==> src/rtl/pc_fetch_ctrl.sv <==
`default_nettype none
// ============================================================================
// Module      : pc_fetch_ctrl
// Description : Hack CPU fetch/branch sequencer. Drives the PC block, fetches
//               over req/ack, issues to the datapath over valid/ready.
// Revision    : 1.0 - initial release
// ============================================================================
module pc_fetch_ctrl #(
    parameter int WIDTH             = 16,
    parameter int CNT_W             = 16,
    parameter bit HALT_ON_SELF_JUMP = 1'b1
) (
    input  logic             clk,
    input  logic             reset_n,
    input  logic [WIDTH-1:0] pc_out,
    output logic             pc_reset,
    output logic             pc_load,
    output logic             pc_inc,
    output logic [WIDTH-1:0] pc_in,
    output logic [WIDTH-1:0] imem_addr,
    output logic             imem_req,
    input  logic             imem_ack,
    input  logic [WIDTH-1:0] instr,
    output logic [WIDTH-1:0] ir,
    output logic             exec_valid,
    input  logic             exec_ready,
    input  logic             alu_zr,
    input  logic             alu_ng,
    input  logic [WIDTH-1:0] a_reg,
    input  logic             restart,
    output logic             halted,
    output logic             wrap_err,
    output logic [CNT_W-1:0] retired
);

    typedef enum logic [2:0] {
        S_IDLE   = 3'd0,
        S_FETCH  = 3'd1,
        S_EXEC   = 3'd2,
        S_UPDATE = 3'd3,
        S_HALT   = 3'd4
    } state_t;

    state_t           state;
    state_t           state_nxt;
    logic             taken_q;
    logic             taken_now;
    logic             self_jump;
    logic [CNT_W-1:0] retired_inc;

    // Hack jump decode: only C-instructions (111x...) can branch.
    always_comb begin
        taken_now = 1'b0;
        if (ir[15:13] == 3'b111) begin
            taken_now = (ir[2] & alu_ng) | (ir[1] & alu_zr) | (ir[0] & ~alu_ng & ~alu_zr);
        end
    end

    assign self_jump   = HALT_ON_SELF_JUMP && taken_now && (a_reg == pc_out);
    assign retired_inc = (retired == {CNT_W{1'b1}}) ? retired : retired + CNT_W'(1);

    always_comb begin
        state_nxt = state;
        case (state)
            S_IDLE:   state_nxt = S_FETCH;
            S_FETCH:  if (imem_ack) state_nxt = S_EXEC;
            S_EXEC:   if (exec_ready) state_nxt = self_jump ? S_HALT : S_UPDATE;
            S_UPDATE: state_nxt = S_FETCH;
            S_HALT:   if (restart) state_nxt = S_IDLE;
            default:  state_nxt = S_IDLE;
        endcase
    end

    always_ff @(posedge clk or negedge reset_n) begin
        if (!reset_n) begin
            state    <= S_IDLE;
            ir       <= '0;
            pc_in    <= '0;
            taken_q  <= 1'b0;
            retired  <= '0;
            wrap_err <= 1'b0;
        end else begin
            state <= state_nxt;
            case (state)
                S_FETCH: begin
                    if (imem_ack) ir <= instr;
                end
                S_EXEC: begin
                    if (exec_ready) begin
                        taken_q <= taken_now;
                        pc_in   <= a_reg;
                        // A halting self-jump still counts as a completed instruction.
                        if (self_jump) retired <= retired_inc;
                    end
                end
                S_UPDATE: begin
                    retired <= retired_inc;
                    if (!taken_q && (pc_out == {WIDTH{1'b1}})) wrap_err <= 1'b1;
                end
                S_HALT: begin
                    if (restart) wrap_err <= 1'b0;
                end
                default: ;
            endcase
        end
    end

    // Moore outputs; reset forces IDLE so pc_reset is high throughout reset.
    assign pc_reset   = (state == S_IDLE);
    assign imem_req   = (state == S_FETCH);
    assign exec_valid = (state == S_EXEC);
    assign pc_load    = (state == S_UPDATE) &&  taken_q;
    assign pc_inc     = (state == S_UPDATE) && !taken_q;
    assign halted     = (state == S_HALT);
    assign imem_addr  = pc_out;

endmodule
`default_nettype wire

==> config.mk <==
export PLATFORM = sky130hd
export DESIGN_NAME = pc_fetch_ctrl
export DESIGN_NICKNAME = d
export VERILOG_FILES = /design/src/rtl/pc_fetch_ctrl.sv
export SDC_FILE = /design/constraint.sdc
export NUM_CORES = 1
export LEC_CHECK = 0
export CORE_MARGIN = 3
export CORE_UTILIZATION = 42
export CTS_BUF_LIST = sky130_fd_sc_hd__clkbuf_4
export CTS_CLUSTER_SIZE = 24
export DETAILED_ROUTE_END_ITERATION = 10
export PLACE_DENSITY_LB_ADDON = 0.25
export SKIP_LAST_GASP = 1
export SYNTH_ARGS = -nofsm -noshare
export SYNTH_HDL_FRONTEND = slang
export SYNTH_SLANG_ARGS = --single-unit
export TNS_END_PERCENT = 100
==> constraint.sdc <==
create_clock -name clk -period 2.7 [get_ports clk]
set_input_delay 0.405 -clock clk [delete_from_list [all_inputs] [get_ports clk]]
set_output_delay 0.405 -clock clk [all_outputs]
set_load 0.02 [all_outputs]
---- Yosys cells after proc, flatten, opt, wreduce, memory -nomap -nowiden ----
Cells that the tools add are included.
operators by class
  equality and inequality tests ........... 13
  div/mod/pow operators ................... 0
  mux-type cells .......................... 13
  $lt $le $gt $ge ......................... 0
  shift operators ......................... 0
  reduce and logical (&&, ||, !) cells .... 14
  $add $sub $neg .......................... 1
  bitwise logic cells ..................... 8
  multiply operators ...................... 0
operators by type and width
  operator                                                                 number
  16-bit two-way mux                                                       3
  16-bit equality test, second input constant                              2
  16-bit one-hot mux with 2 select lines                                   1
  16-bit by 1-bit adder with 16-bit output, second input constant          1
  16-bit equality test                                                     1
  3-bit two-way mux                                                        4
  3-bit one-hot mux with 4 select lines                                    1
  3-bit AND reduction                                                      3
  3-bit by 2-bit equality test with 1-bit output, second input constant    2
  3-bit equality test, second input constant                               2
  2-bit by 1-bit inequality test with 1-bit output, second input constant  3
  1-bit bitwise AND                                                        4
  1-bit logical AND                                                        4
  2-bit inequality test, second input constant                             2
  2-bit AND reduction                                                      2
  2-bit nonzero test                                                       2
  3-bit by 1-bit equality test with 1-bit output, second input constant    1
  3-bit zero test                                                          1
  1-bit two-way mux                                                        3
  1-bit inverter                                                           2
  1-bit bitwise OR                                                         2
  1-bit one-hot mux with 2 select lines                                    1
  2-bit OR reduction                                                       1
  1-bit zero test                                                          1
storage, ports and cells
  bits of input ports ..................... 55
  memories ................................ 0
  latch bits .............................. 0
  memory bits (read-only) ................. 0
  RAM bits ................................ 0
  word-level logic and storage cells ...... 55
  bits in registers ....................... 53
  output and inout bits ................... 71

---- Depth between registers and ports, before layout ----
Gate-level depths: netlist of run 1.
  depth in word-level cells ............... 9
  gate-level depth with buffers ........... 9
  mapped depth without buffers ............ 8

---- Least setup slack after synthesis of run 1 ----
OpenSTA, ideal clock, no wires.
  path kind ............................... reg2reg
  start ................................... register retired[8]
  end ..................................... register retired[5]
  library setup time ...................... 0.129 ns
  slack ................................... 0.673 ns
  cell stages (with the launch flop) ...... 8
  required time ........................... 2.571 ns
  path buffers ............................ 0
  arrival time ............................ 1.898 ns
  period minus slack after synthesis ...... 2.027 ns
  path through ............................ dfrtp_1 and3_1 and4_4 and3_1 a31oi_1 o21ai_2 or3_1 xnor2_1
on the way
  word-level cells in the longest chain between the ends .. 5
RTL lines
  what                                        RTL line  text
  start, declared                             33        output logic [CNT_W-1:0] retired
  start signal, assigned                      93        if (self_jump) retired <= retired_inc;
  start signal, assigned                      97        retired <= retired_inc;
  16-bit equality test (*)                    60        assign retired_inc = (retired == {CNT_W{1'b1}}) ? retired : retired + CNT_W'(1);
  16-bit two-way mux (*)                      60
  16-bit two-way mux                          93
  16-bit two-way mux                          89        if (exec_ready) begin
  16-bit one-hot mux with 2 select lines (*)  84        case (state)
Every way passes the cells marked *; elsewhere a longest branch is shown, timed or not. The select of a mux whose other input is x is not followed.
A chain may end at the register's enable or synchronous reset.

---- Final worst setup path of run 1 ----
  start ................................... register state[2]
  end ..................................... output pc_inc
on the way
  word-level cells in the longest chain between the ends .. 2
RTL lines
  what                                            RTL line  text
  start, declared                                 44        state_t state;
  start signal, assigned                          83        state <= state_nxt;
  3-bit by 2-bit equality test with 1-bit output  113       assign pc_inc = (state == S_UPDATE) && !taken_q;
  1-bit logical AND                               113
  end, declared                                   18        output logic pc_inc,
Every way passes these cells.

==> run summary, run 1 <==
status = complete, no violations
vias per cell = 5.08
Finished Core Util = 67.3%
GRT Overall Usage = 18.4%
Die Y = 84.1 µm
Synth Register Bits = 53
PD cells = 889 nW/µm²
Max Slew Vio Count = 0
Max-slew headroom = 48.1%
final hold violation count = 0
HP Class = primary input to async pin
cts repair resizes = 0
layout cells sized above 1 = 16.1%
Final HPWL DP = 5.08 mm
DRT Wirelength = 6.50 mm
Overflow after GRT = 0
gpl congestion = 0.826
Clock Tree Buf Depth = 2
Seq/Total Area, Yosys = 51.7%
setup TNS = 0 ps
Async SR Flop Fraction = 100%
CP startpoint = state[2]
Synth Net Count = 270
synthesized area per cell = 12.0 µm²
Iter 0 DRT Violations = 73
vias in the first global route = 2,176
io pins = 126
Post-synth EDFFs = 0
worst reg2reg path startpoint = retired[7]
Die X = 84.1 µm
Initial Utilization = 44.9%
leakage power = 0.00161 µW
clock-pin slew of the registers on the worst-case setup and hold paths = 150 ps
post-CTS setup buffer count = 0
Cells after DPL = 392
CTS tree = yes
DRC = 0
buffers added on ports = 125
skew final = 13.8 ps
antenna violations before repair = 0
Max Fclk = 399 MHz
Cell Area, Synth = 2560 µm²
post-synthesis cell type count = 34
Worst R2R End = retired[11]
Final #Nets = 384
worst skew pair latency = 360 ps
Ys Warns = 0
vias post-DR = 2,039
antenna diode count = 0
Hold Buf Count CTS = 1
design area = 3840 µm²
crit path DAT = 2100 ps
top cells by area, synth = dfrtp_1 (52%), mux2_2 (14%), xor2_1 (6.5%)
top_reg_cell synth = dfrtp_1
Clock Sink Count = 53
WP depth = 3
first-pass iteration count of the detailed router = 4
area grow syn2layout = 49.9%
root buffer cell = clkbuf_4
placed inst area = 3780 µm²
critical path required time = 2300 ps
Crit Path Max Fanout = 8
Final Critical Period = 2510 ps
Syn Inst Count = 214
Routed Antenna Nets = 0
worst-margin pin slew = 776 ps
fin crit share = 92.9%
RSZ-0062 raised after global routing = no
startpoint types = flop
area leader, netlist = dfrtp_1
Setup crit end = pc_inc
crit path capture type = output pin
CP top delay family = buffers and inverters
max-cap violation count = 0
r2r setup slk = 590 ps
die area = 7080 µm²
first-pass GRT wire length = 10.7 mm
final setup vio count = 0
WL/cell = 16.2 µm
VDD IR max = 0.581 mV
core area = 5710 µm²
max incr delay on CP = 690 ps
Slowest cell on crit path = clkdlybuf4s50_1
total CTS buffers = 5
crit path buf inv count = 1
number of H-tree levels = 2
crit path kind = flop to output pin
num rows = 27
largest net degree at the start of global routing = 33
share of the synthesized area in the top cell type = 51.7%
cell chain of the critical path = nand2b_1 -> nor3b_1 -> clkdlybuf4s50_1
Final Non-Filler Cells = 401
Worst Reg-to-Reg Cells = 7
-- synth_stat cells (2+ instances only) --
cell      number
mux2_2        32
buf_2          3
nor2_1         9
nor4_2         2
nand4_1        7
and3_1         4
a21oi_1        2
buf_4         17
nand3_1        6
nor3_1         4
nor4_1         2
nand2_1       14
xnor2_1       11
nand2b_1       2
dfrtp_1       53
xor2_1        19
inv_1          3
a31oi_1        2
nor3b_1        4
o21ai_0        2
or3_1          2
clkbuf_1       2
-- worst min-delay path by stage --
stage | start | to | cells after the start
4_1_cts | retired[9] | retired[9] | 1
5_1_grt | retired[9] | retired[9] | 1
3_5_place_dp | reset_n | pc_in[11] | 1
6_report | reset_n | pc_in[11] | 2
2_1_floorplan | reset_n | ir[0] | 0
3_3_place_gp | reset_n | ir[12] | 1
-- where the power goes --
part,internal [µW],switching [µW]
Sequential,1090,220
Combinational,932,823
Clock,110,239
-- metrics by stage --
| step | total power [µW] | hold slack, ps | worst slack, ps |
|---|---|---|---|
| after floorplan | 2220 | 109 | 673 |
| after global placement | 3050 | 397 | 168 |
| after detailed placement | 3100 | 395 | 82.7 |
| after CTS | 3460 | 505 | 159 |
| after global routing | 3630 | 523 | 73.0 |
| final | 3420 | 506 | 192 |
-- worst reg2reg max path: cells and delay by family, from the launching register on --
| family | cells | cell delay, ps |
|---|---|---|
| and+or+nand+nor | 4 | 860 |
| AOI/OAI and AO/OA | 2 | 560 |
| DFF | 1 | 460 |
| xor gates and xnor gates | 1 | 150 |
-- cell usage in the layout, fill, tap and decap left out, drive strengths merged, types with 6 or more instances in the layout --
cell type      count
nand2             14
nand4              8
xor2              19
mux2              32
nand3              6
dfrtp             53
clkdlybuf4s50    124
xnor2             11
nor2               9
clkbuf             6
-- state kept, by name, indices dropped and copies added, names as in the netlist --
name / cells
ir: 16
pc_in: 16
wrap_err: 1
state: 3
taken_q: 1
retired: 16
-- routing by layer --
layer	up-vias	GRT usage, %	part of all wire [%]	wire length (µm)
met3	2	5.20	6.5	423
met1	994	23.4	43	2770
met4	0	3.51	0.38	25
met2	79	31.7	50	3280
li1	964	-	-	-
met5	-	0	0	0
-- cells by family after synthesis --
family	count (synthesis)	share of synthesized area [%]
simple gates	63	14.6
flops	53	51.7
mux	32	14.0
xor+xnor	30	10.2
buf+inv	25	6.29
compound gates	10	2.59
fa+ha+maj	1	0.488
-- final cells by class --
| cell class | count | area, µm² |
|---|---|---|
| Clock buffer | 6 | 45.0 |
| Clock inverter | 2 | 10.0 |
| Fill cell | 467 | 1870 |
| Inverter | 3 | 11.3 |
| Multi-Input combinational cell | 136 | 1080 |
| Sequential cell | 53 | 1330 |
| Tap cell | 72 | 90.1 |
| Timing Repair Buffer | 129 | 1280 |
Note: power is estimated with default switching activity, not from simulation.
==> run 2, diff against run 1 <==
- PLACE_DENSITY: default -> 0.89
- PLACE_DENSITY_LB_ADDON: 0.25 -> default
==> run summary, run 2 (synthesis gave the netlist of run 1 again) <==
area grow syn2layout = 50.5%
PD cells = 882 nW/µm²
CP startpoint = state[2]
crit path buf inv count = 1
largest net degree at the start of global routing = 23
WL/cell = 16.5 µm
final setup vio count = 0
Overflow after GRT = 0
vias post-DR = 2,066
die area = 7080 µm²
commonest cells after routing, fill and taps aside = clkdlybuf4s50_1 (124), dfrtp_1 (53), mux2_2 (32)
Slowest cell on crit path = clkdlybuf4s50_1
core area = 5710 µm²
crit path DAT = 2060 ps
vias per cell = 5.11
clock-pin slew of the registers on the worst-case setup and hold paths = 150 ps
Die Y = 84.1 µm
first-pass GRT wire length = 10.9 mm
most common cell after layout, fill and taps aside = clkdlybuf4s50_1
Worst Reg-to-Reg Cells = 7
antenna diode count = 0
Crit Path Max Fanout = 8
Max Fclk = 406 MHz
vias in the first global route = 2,159
crit path kind = flop to output pin
VDD IR max = 0.533 mV
leakage power = 0.00162 µW
cts repair resizes = 0
HP Class = primary input to async pin
crit path capture type = output pin
Final HPWL DP = 5.28 mm
status = complete, no violations
cell chain of the critical path = nand2b_1 -> nor3b_1 -> clkdlybuf4s50_1
Largest regs = ir (16), pc_in (16), retired (16)
Worst R2R End = retired[11]
Max Slew Vio Count = 0
fin crit share = 91.3%
Iter 0 DRT Violations = 61
final hold violation count = 0
Clock Sink Count = 53
r2r setup slk = 620 ps
first-pass iteration count of the detailed router = 4
total CTS buffers = 5
DRT Wirelength = 6.65 mm
gpl congestion = 0.901
max-cap violation count = 0
number of H-tree levels = 2
startpoint types = flop
Final Critical Period = 2460 ps
Max-slew headroom = 47.8%
buffers added on ports = 125
num rows = 27
Setup crit end = pc_inc
Initial Utilization = 44.9%
critical path required time = 2300 ps
Clock Tree Buf Depth = 2
RSZ-0062 raised after global routing = no
Die X = 84.1 µm
setup TNS = 0 ps
root buffer cell = clkbuf_4
io pins = 126
WP depth = 3
CTS tree = yes
max incr delay on CP = 680 ps
GRT Overall Usage = 19.1%
Routed Antenna Nets = 0
CP top delay family = buffers and inverters
Cells after DPL = 395
DRC = 0
Final #Nets = 387
layout cells sized above 1 = 16.3%
worst reg2reg path startpoint = retired[8]
worst-margin pin slew = 781 ps
Final Non-Filler Cells = 404
skew final = 12.8 ps
worst skew pair latency = 360 ps
antenna violations before repair = 0
## run 2: cell count changes in the layout (fill, tap and decap cells not counted), sizes merged
| cell | delta |
|---|---|
| buf | +3 |
| clkbuf | -1 |
| clkinv | +1 |
## run 2: metrics by stage
step / setup WS (ps) / total power (µW) / utilization, % / hold WS (ps) / area, µm²
2_1_floorplan: 673 / 2220 / - / 109 / 2560
6_report: 236 / 3410 / 67.6 / 456 / 3860
3_3_place_gp: 140 / 3060 / 66.6 / 304 / 3800
4_1_cts: 234 / 3450 / 67.6 / 444 / 3860
5_1_grt: 55.9 / 3610 / 67.6 / 446 / 3860
3_5_place_dp: 49.3 / 3120 / 66.6 / 312 / 3800
## run 2: worst reg2reg max path, cell delays in order (launching register included)
cell and delay, ps:
dfrtp_1 440, and3_1 230, and4_4 210, and3_1 180, a31oi_1 240, o21a_2 310, and4_1 240, xor2_1 160
## run 2: where the power goes
part / leakage (µW) / switching, µW / internal, µW
combinational: 0.000926 / 831 / 941
clock: 0.0000300 / 231 / 94.9
sequential: 0.000662 / 218 / 1090
total: 0.00162 / 1280 / 2130
## run 2: worst min-delay path by stage
stage          startpoint         to  slack (ps)  cells after the start
6_report          reset_n   pc_in[9]         460                      2
5_1_grt           reset_n   pc_in[9]         450                      2
4_1_cts           reset_n  pc_in[13]         440                      2
3_5_place_dp      reset_n  pc_in[13]         310                      1
3_3_place_gp      reset_n  pc_in[11]         300                      1
2_1_floorplan     reset_n      ir[0]         110                      0
## run 2: layer usage
layer | global-route usage [%] | wire length [µm] | vias to the layer above
met1 | 23.6 | 2700 | 1012
li1 | - | - | 963
met4 | 3.80 | 74 | 0
met2 | 34.0 | 3430 | 83
met5 | 0 | 0 | -
met3 | 4.61 | 449 | 8
## run 2: layout make-up
type | count | area, µm²
clock buffers | 5 | 37.5
flip-flops and latches | 53 | 1330
well taps | 72 | 90.1
multi-input cells | 136 | 1080
repair buffers | 132 | 1300
inverters | 3 | 11.3
fillers | 454 | 1850
clock inverters | 3 | 12.5
## run 2: repair_timing
action	in CTS	in global routing
buffers inserted	0	0
hold buffers	1	0
hold endpoints to repair	11	0
